`src/rtl/i2c_timer.sv`:
```
// I2C slave bus-phase timer: follows SCL edges between START and STOP and
// emits registered single-cycle strobes for data-bit shift, byte end and the ACK slot.
module i2c_timer #(
    parameter int DATA_BITS = 8
) (
    input  logic       clk,
    input  logic       n_rst,
    input  logic       rising_edge_found,
    input  logic       falling_edge_found,
    input  logic       start_found,
    input  logic       stop_found,
    output logic       shift_strobe,
    output logic       byte_received,
    output logic       ack_prep,
    output logic       check_ack,
    output logic       ack_done,
    output logic [3:0] bit_count,
    output logic [2:0] dbg_state
);

    typedef enum logic [2:0] {
        S_IDLE          = 3'd0,
        S_DATA          = 3'd1,
        S_ACK_PREP_WAIT = 3'd2,
        S_CHECK_WAIT    = 3'd3,
        S_DONE_WAIT     = 3'd4
    } state_t;

    localparam logic [3:0] LP_DATA_BITS = 4'(DATA_BITS);

    state_t     r_state;
    state_t     w_next_state;
    logic [3:0] r_bit_count;
    logic [3:0] w_next_count;
    logic [3:0] w_count_inc;
    logic       r_shift;
    logic       r_byte;
    logic       r_prep;
    logic       r_check;
    logic       r_done;
    logic       w_shift;
    logic       w_byte;
    logic       w_prep;
    logic       w_check;
    logic       w_done;

    assign w_count_inc = r_bit_count + 4'd1;

    // STOP beats START beats edges; a rise hides a simultaneous fall.
    always_comb begin
        w_next_state = r_state;
        w_next_count = r_bit_count;
        w_shift      = 1'b0;
        w_byte       = 1'b0;
        w_prep       = 1'b0;
        w_check      = 1'b0;
        w_done       = 1'b0;
        if (stop_found) begin
            w_next_state = S_IDLE;
            w_next_count = 4'd0;
        end else if (start_found) begin
            w_next_state = S_DATA;
            w_next_count = 4'd0;
        end else begin
            case (r_state)
                S_DATA: begin
                    if (rising_edge_found) begin
                        w_shift      = 1'b1;
                        w_next_count = w_count_inc;
                        if (w_count_inc == LP_DATA_BITS) begin
                            w_byte       = 1'b1;
                            w_next_state = S_ACK_PREP_WAIT;
                        end
                    end
                end
                S_ACK_PREP_WAIT: begin
                    if (!rising_edge_found && falling_edge_found) begin
                        w_prep       = 1'b1;
                        w_next_state = S_CHECK_WAIT;
                    end
                end
                S_CHECK_WAIT: begin
                    if (rising_edge_found) begin
                        w_check      = 1'b1;
                        w_next_state = S_DONE_WAIT;
                    end
                end
                S_DONE_WAIT: begin
                    if (!rising_edge_found && falling_edge_found) begin
                        w_done       = 1'b1;
                        w_next_count = 4'd0;
                        w_next_state = S_DATA;
                    end
                end
                default: begin
                    w_next_state = r_state;
                end
            endcase
        end
    end

    always_ff @(posedge clk or negedge n_rst) begin
        if (!n_rst) begin
            r_state     <= S_IDLE;
            r_bit_count <= 4'd0;
            r_shift     <= 1'b0;
            r_byte      <= 1'b0;
            r_prep      <= 1'b0;
            r_check     <= 1'b0;
            r_done      <= 1'b0;
        end else begin
            r_state     <= w_next_state;
            r_bit_count <= w_next_count;
            r_shift     <= w_shift;
            r_byte      <= w_byte;
            r_prep      <= w_prep;
            r_check     <= w_check;
            r_done      <= w_done;
        end
    end

    assign shift_strobe  = r_shift;
    assign byte_received = r_byte;
    assign ack_prep      = r_prep;
    assign check_ack     = r_check;
    assign ack_done      = r_done;
    assign bit_count     = r_bit_count;
    assign dbg_state     = r_state;

endmodule

```
`config.mk`:
```
export PLATFORM = sky130hd
export DESIGN_NAME = i2c_timer
export DESIGN_NICKNAME = d
export VERILOG_FILES = /design/src/rtl/i2c_timer.sv
export SDC_FILE = /design/constraint.sdc
export NUM_CORES = 1
export LEC_CHECK = 0
export ABC_AREA = 1
export BUFFER_PORTS_ARGS = -buffer_cell sky130_fd_sc_hd__buf_4
export CAP_MARGIN = 5
export CORE_UTILIZATION = 43
export CTS_CLUSTER_SIZE = 14
export DETAILED_ROUTE_END_ITERATION = 7
export PLACE_DENSITY = 0.79
export SYNTH_ARGS = -nofsm -noshare
export SYNTH_HDL_FRONTEND = slang
export SYNTH_SLANG_ARGS = --single-unit
```
`constraint.sdc`:
```
create_clock -name clk -period 1.4 [get_ports clk]
set_clock_uncertainty 0.15 [all_clocks]
set_input_delay 0.07 -clock clk [delete_from_list [all_inputs] [get_ports clk]]
set_output_delay 0.07 -clock clk [all_outputs]
set_load 0.01 [all_outputs]
```
==> flow_metrics.py, run 1 <==
metrics = {
    "outcome": {
        "status": "finished with violations",
        "violations": "negative setup slack",
    },
    "floorplanning": {
        "die_area_sq_um": 1774,
        "ios": 18,
        "die_x_um": 42.12,
        "die_y_um": 42.12,
        "rows": 14,
        "start_util": 0.4593,
        "core-area_sq_um": 1506,
    },
    "routing": {
        "drt_wl_total_mm": 1.937,
        "drt_first_iter_violations": 30,
        "dr_total_vias": 769,
        "drtAntennaViolNets": 0,
        "drt-wirelength-per-cell_um": 13.27,
        "drc": 0,
        "routed_via_density": 5.267,
        "first_pass_iters": 4,
    },
    "grt": {
        "grt_usage": 0.1951,
        "grt_pass1_vias": 606,
        "grtUsageMet1": 0.2630,
        "met3_usage": 0.03879,
        "grt_antenna_before_repair": 0,
        "gr-total-overflow": 0,
        "grt_max_degree": 13,
        "use_met2": 0.3000,
        "grt_pass1_wl_mm": 2.628,
        "grt-busiest-layer": "met2",
    },
    "synth": {
        "syn_nets": 97,
        "post-synth-top-area-cell": "dfrtp_1",
        "synth.distinct_cells": 19,
        "ys_warn_count": 0,
        "synth_seq_cells": 12,
        "yosys-top-cells-area": "dfrtp_1 (43%), nand2_1 (12%), nand3_1 (6.5%)",
        "yosysSeqAreaShare": 0.4340,
        "synthCells": 90,
        "synth_ff_type": "dfrtp_1",
        "synthTopCellsByCount": "nand2_1 (22), dfrtp_1 (12), nor2_1 (11)",
        "syn-cell-area_sq_um": 691.9,
        "syn_avg_cell_area_sq_um": 7.688,
        "synth-async-reset-ratio": 1.000,
        "netlist.area_leader.share": 0.4340,
        "synth-edff-count": 0,
        "yosysMostFrequentCell": "nand2_1",
    },
    "setup_path": {
        "path_cells": "buf_6 > nor2_4 > nand2_2 > nand2_1 > nor2_1 > nor2_1 > nand3_1 > nand2_1",
        "cp_slowest_cell": "dfrtp_2",
        "slowest_delay_ns": 0.45,
        "worstSetupPathType": "reg2reg",
        "startpoint_type": "register",
        "cp.arrival_ns": 1.50,
        "crit_required_ns": 1.46,
        "critPathMaxFanout": 4,
        "end_kind": "register",
    },
    "placement": {
        "pre_cts_ws_ns": -0.01342,
        "port_buffers": 17,
        "dpl.hpwl_mm": 1.151,
        "place_congestion": 0.9107,
    },
    "final_layout": {
        "post-route-util": 0.7326,
        "area.growth.synth_to_final_pct": 59.49,
        "drive_gt1_frac": 0.5077,
        "final_nets": 138,
        "num_antenna_cells": 0,
    },
    "sta": {
        "final-hold-violation-count": 0,
        "period_needed_ns": 1.440,
        "fmax_mhz": 694.5,
        "fin_crit_sh": 1.028,
        "slew_viol_final": 0,
        "relSlewSlack": 0.8350,
        "final.setup.worst_slack_ns": -0.03987,
        "setup_viol": 2,
        "fin_setup_tns_ns": -0.05723,
        "rsz0062_at_grt": "yes",
        "tightest_slew_ns": 0.2469,
    },
    "power": {
        "powerDensity_nw_per_um2": 808.3,
        "ir_drop_v": 0.0004720,
        "leakage_uw": 0.0005731,
    },
    "cts": {
        "cts.sinks": 12,
        "clkTransAtPathRegs_ns": 0.08,
        "numCtsBuffers": 3,
        "cts_tree": "done",
        "h-tree-depth": 1,
        "clock_path_buffers": 2,
        "clk-insertion-delay-late_ns": 0.27,
        "cts_root_buf": "clkbuf_4",
    },
    "run": {
        "maxCapViolations": 0,
    },
    "worst_hold_path": {
        "hold_class": "in2async",
    },
}
==> worst max-delay path: cells and delay by family, from the launching register on <==
kind / cells / cell delay (ns)
AND/OR/NAND/NOR: 7 / 0.62
flip-flops: 1 / 0.45
buffers and inverters: 1 / 0.14
==> power by group <==
part	switching [uW]	internal (uW)
Combinational	132	108
Clock	118	158
Sequential	16.5	359
Total	266	626
==> placed cells by master (no fill, tap or decap), types with 4 or more instances in the layout <==
master,netlist,routed
dlygate4sd3_1,0,5
nor2_1,11,10
inv_1,9,7
inv_2,5,6
dfrtp_1,12,9
nor2_4,3,6
nand3_1,9,6
nand2_1,22,18
buf_4,0,30
nand2_2,2,4
==> cells by family after synthesis <==
group / Yosys count / synth area share
compound gates: 5 / 0.04701
flops: 12 / 0.4340
simple gates: 58 / 0.4249
buf+inv: 14 / 0.07595
fa+ha+maj: 1 / 0.01808
==> final cells by class <==
cell class	instances	area [sq um]
flip-flops and latches	12	304.0
fillers	116	402.9
multi-input cells	64	401.6
clock buffers	4	36.28
repair buffers	36	286.5
inverters	14	55.05
well taps	16	20.02
==> worst paths after layout <==
path                              start            to  slack [ns]  depth (start not counted)
max                        dbg_state[2]  dbg_state[0]       -0.04                          8
min                               n_rst  dbg_state[1]        0.02                          2
max reg2reg                dbg_state[2]  dbg_state[0]       -0.04                          8
min reg2reg                bit_count[1]  bit_count[1]        0.40                          2
max in group asynchronous         n_rst  dbg_state[2]        0.92                          2
min in group clk             stop_found  dbg_state[0]        0.02                          6
==> sequential cells by signal, summed over array words and instances (netlist names) <==
| signal | cells |
|---|---|
| ack_done | 1 |
| byte_received | 1 |
| bit_count | 4 |
| ack_prep | 1 |
| shift_strobe | 1 |
| check_ack | 1 |
| dbg_state | 3 |
==> metrics by stage <==
step                cell area, sq um  hold slack (ns)  cells  total power, uW
detailed placement             869.6          -0.2338    127            544.2
finish                          1104          0.01510    146            892.0
global placement               869.6          -0.2349    127            541.6
global route                    1104          0.02884    146            929.9
floorplan                      691.9          -0.3756     90            474.3
CTS                            979.7          0.01203    138            837.0
==> repair_timing <==
action	CTS	global route
endpoints found under the hold margin	18	0
resized for setup	3	19
buffers inserted	2	8
pin swaps	1	12
hold buffers	5	0
setup endpoints to repair	4	7
==> per-layer routing <==
metal	share of wire	vias up
li1	-	363
met1	0.43	356
met2	0.47	41
met3	0.069	9
met4	0.034	0
met5	0	-
Power figures use the tool's default switching activity.
==> inputs of run 2 (changes only) <==
- CORE_UTILIZATION: 43 -> 45
- PLACE_DENSITY: 0.79 -> 0.81
==> run 2 against run 1 <==
Compared with the run above: the run still ends with negative setup slack left; highest routed layer unchanged; worst setup slack got worse by 0.022 ns; clock power down 22%; maximum frequency decreased by 1.5%; sequential share of layout area down 1.6 points; via count increased by 3.5%; critical path type unchanged.
==> flow_metrics.py, run 2 (same netlist as run 1, synthesis figures left out) <==
metrics = {
    "sta": {
        "period_needed_ns": 1.462,
        "fin_setup_tns_ns": -0.1694,
        "tightest_slew_ns": 0.2516,
        "fmax_mhz": 683.9,
        "final.setup.worst_slack_ns": -0.06214,
        "rsz0062_at_grt": "yes",
        "final-hold-violation-count": 0,
        "slew_viol_final": 0,
        "setup_viol": 4,
        "relSlewSlack": 0.8319,
        "fin_crit_sh": 1.044,
    },
    "placement": {
        "place_congestion": 0.9406,
        "port_buffers": 17,
        "pre_cts_ws_ns": -0.02372,
        "dpl.hpwl_mm": 1.092,
        "placed_cells": 127,
    },
    "grt": {
        "gr-total-overflow": 0,
        "grt_max_degree": 13,
        "grt_pass1_wl_mm": 2.311,
        "grt_antenna_before_repair": 0,
        "grt_pass1_vias": 550,
        "grt_usage": 0.2092,
    },
    "setup_path": {
        "cp.arrival_ns": 1.48,
        "setup.worst_path.start": "bit_count[1]",
        "r2r_cells": 8,
        "end_kind": "register",
        "r2r_slack_ns": -0.06,
        "path_cells": "buf_4 > nand3_1 > nand2_2 > nand3_4 > nand2_4 > nand3_4 > nand2_2 > nand2_1",
        "critPathMaxFanout": 3,
        "crit_required_ns": 1.42,
        "r2r-start": "bit_count[1]",
        "crit_path_end": "dbg_state[2]",
        "worstSetupPathType": "reg2reg",
        "reg2reg_to": "dbg_state[2]",
        "cp_slowest_cell": "dfrtp_1",
        "slowest_delay_ns": 0.40,
        "startpoint_type": "register",
    },
    "cts": {
        "cts_root_buf": "clkbuf_4",
        "clock_path_buffers": 2,
        "numCtsBuffers": 3,
        "clk-insertion-delay-late_ns": 0.27,
        "cts.sinks": 12,
        "cts_tree": "done",
        "clkTransAtPathRegs_ns": 0.08,
        "h-tree-depth": 1,
    },
    "routing": {
        "first_pass_iters": 4,
        "drt_wl_total_mm": 2.344,
        "dr_total_vias": 796,
        "drt-wirelength-per-cell_um": 16.17,
        "routed_via_density": 5.490,
        "drtAntennaViolNets": 0,
        "drc": 0,
        "drt_first_iter_violations": 19,
    },
    "floorplanning": {
        "die_area_sq_um": 1698,
        "die_y_um": 41.21,
        "rows": 13,
        "ios": 18,
        "die_x_um": 41.21,
        "start_util": 0.5064,
        "core-area_sq_um": 1366,
    },
    "worst_hold_path": {
        "hold_path_depth": 4,
        "hold_class": "in2reg",
    },
    "power": {
        "powerDensity_nw_per_um2": 735.7,
        "power_uw": 857.0,
        "ir_drop_v": 0.0004414,
        "leakage_uw": 0.0005853,
    },
    "final_layout": {
        "largest_reg_flops": 4,
        "final_nets": 139,
        "area.growth.synth_to_final_pct": 68.35,
        "regArea_sq_um": 302.8,
        "final_common_cell": "buf_4",
        "nFillCells": 72,
        "layout_common_cells": "buf_4 (28), nand2_1 (11), nand2_2 (10), dfrtp_1 (10)",
        "multi_input_area_sq_um": 462.9,
        "drive_gt1_frac": 0.5923,
        "num_antenna_cells": 0,
        "final_cells": 145,
        "post-route-util": 0.8526,
    },
    "outcome": {
        "status": "finished with violations",
        "violations": "negative setup slack",
    },
    "run": {
        "maxCapViolations": 0,
    },
}
run 2: changes by cell type in the layout (fill, tap and decap cells not counted), moves of 2 or more:
| cell | previous run | this run |
|---|---|---|
| nor2_1 | 10 | 7 |
| nand3_4 | 1 | 3 |
| nor2_2 | 0 | 3 |
| buf_4 | 30 | 28 |
| buf_6 | 1 | 4 |
| nand2_1 | 18 | 11 |
| nand2_2 | 4 | 10 |
run 2: critical path: cells and delay by family, from the launching register on:
family,cells,cell delay [ns]
buf+inv,1,0.15
simple gates,7,0.66
flops,1,0.40
run 2: area by class of cell:
class,count,share of cell area
Clock buffer,3,0.01933
Inverter,14,0.04511
Multi-Input combinational cell,64,0.3974
Sequential cell,12,0.2599
Tap cell,15,0.01611
Timing Repair Buffer,37,0.2621
run 2: worst min path at each step:
stage | startpoint | endpoint | slack [ns]
detailed placement | n_rst | ack_done | -0.23
global route | n_rst | ack_prep | 0.05
CTS | rising_edge_found | ack_prep | 0.02
finish | rising_edge_found | ack_prep | 0.01
global placement | n_rst | ack_done | -0.24
floorplan | n_rst | ack_done | -0.38
run 2: repair_timing:
item                       CTS  global route
setup endpoints to repair    4             7
gates cloned                 0             0
setup buffers                2             8
gates resized for setup      1            39
pin swaps                    0            15
hold endpoints to repair    18             0
hold buffers                 5             0
run 2: through the flow:
step | cell area, sq um | hold WS (ns)
6_report | 1165 | 0.01007
5_1_grt | 1165 | 0.04898
4_1_cts | 968.4 | 0.01614
3_5_place_dp | 875.8 | -0.2319
3_3_place_gp | 875.8 | -0.2351
2_1_floorplan | 691.9 | -0.3756
run 2: routing by layer:
layer | wire length (um) | GRT usage | vias up | share of wire
met5 | 0 | 0 | - | 0
met4 | 106 | 0.09677 | 0 | 0.045
met3 | 133 | 0.01630 | 16 | 0.057
met2 | 1091 | 0.3320 | 33 | 0.47
met1 | 1012 | 0.2843 | 381 | 0.43
li1 | - | - | 366 | -
run 2: power by group:
| group | total, uW | switching (uW) | internal [uW] |
|---|---|---|---|
| logic | 265 | 150 | 115 |
| registers | 376 | 17.6 | 359 |
| clock network | 216 | 116 | 99.4 |
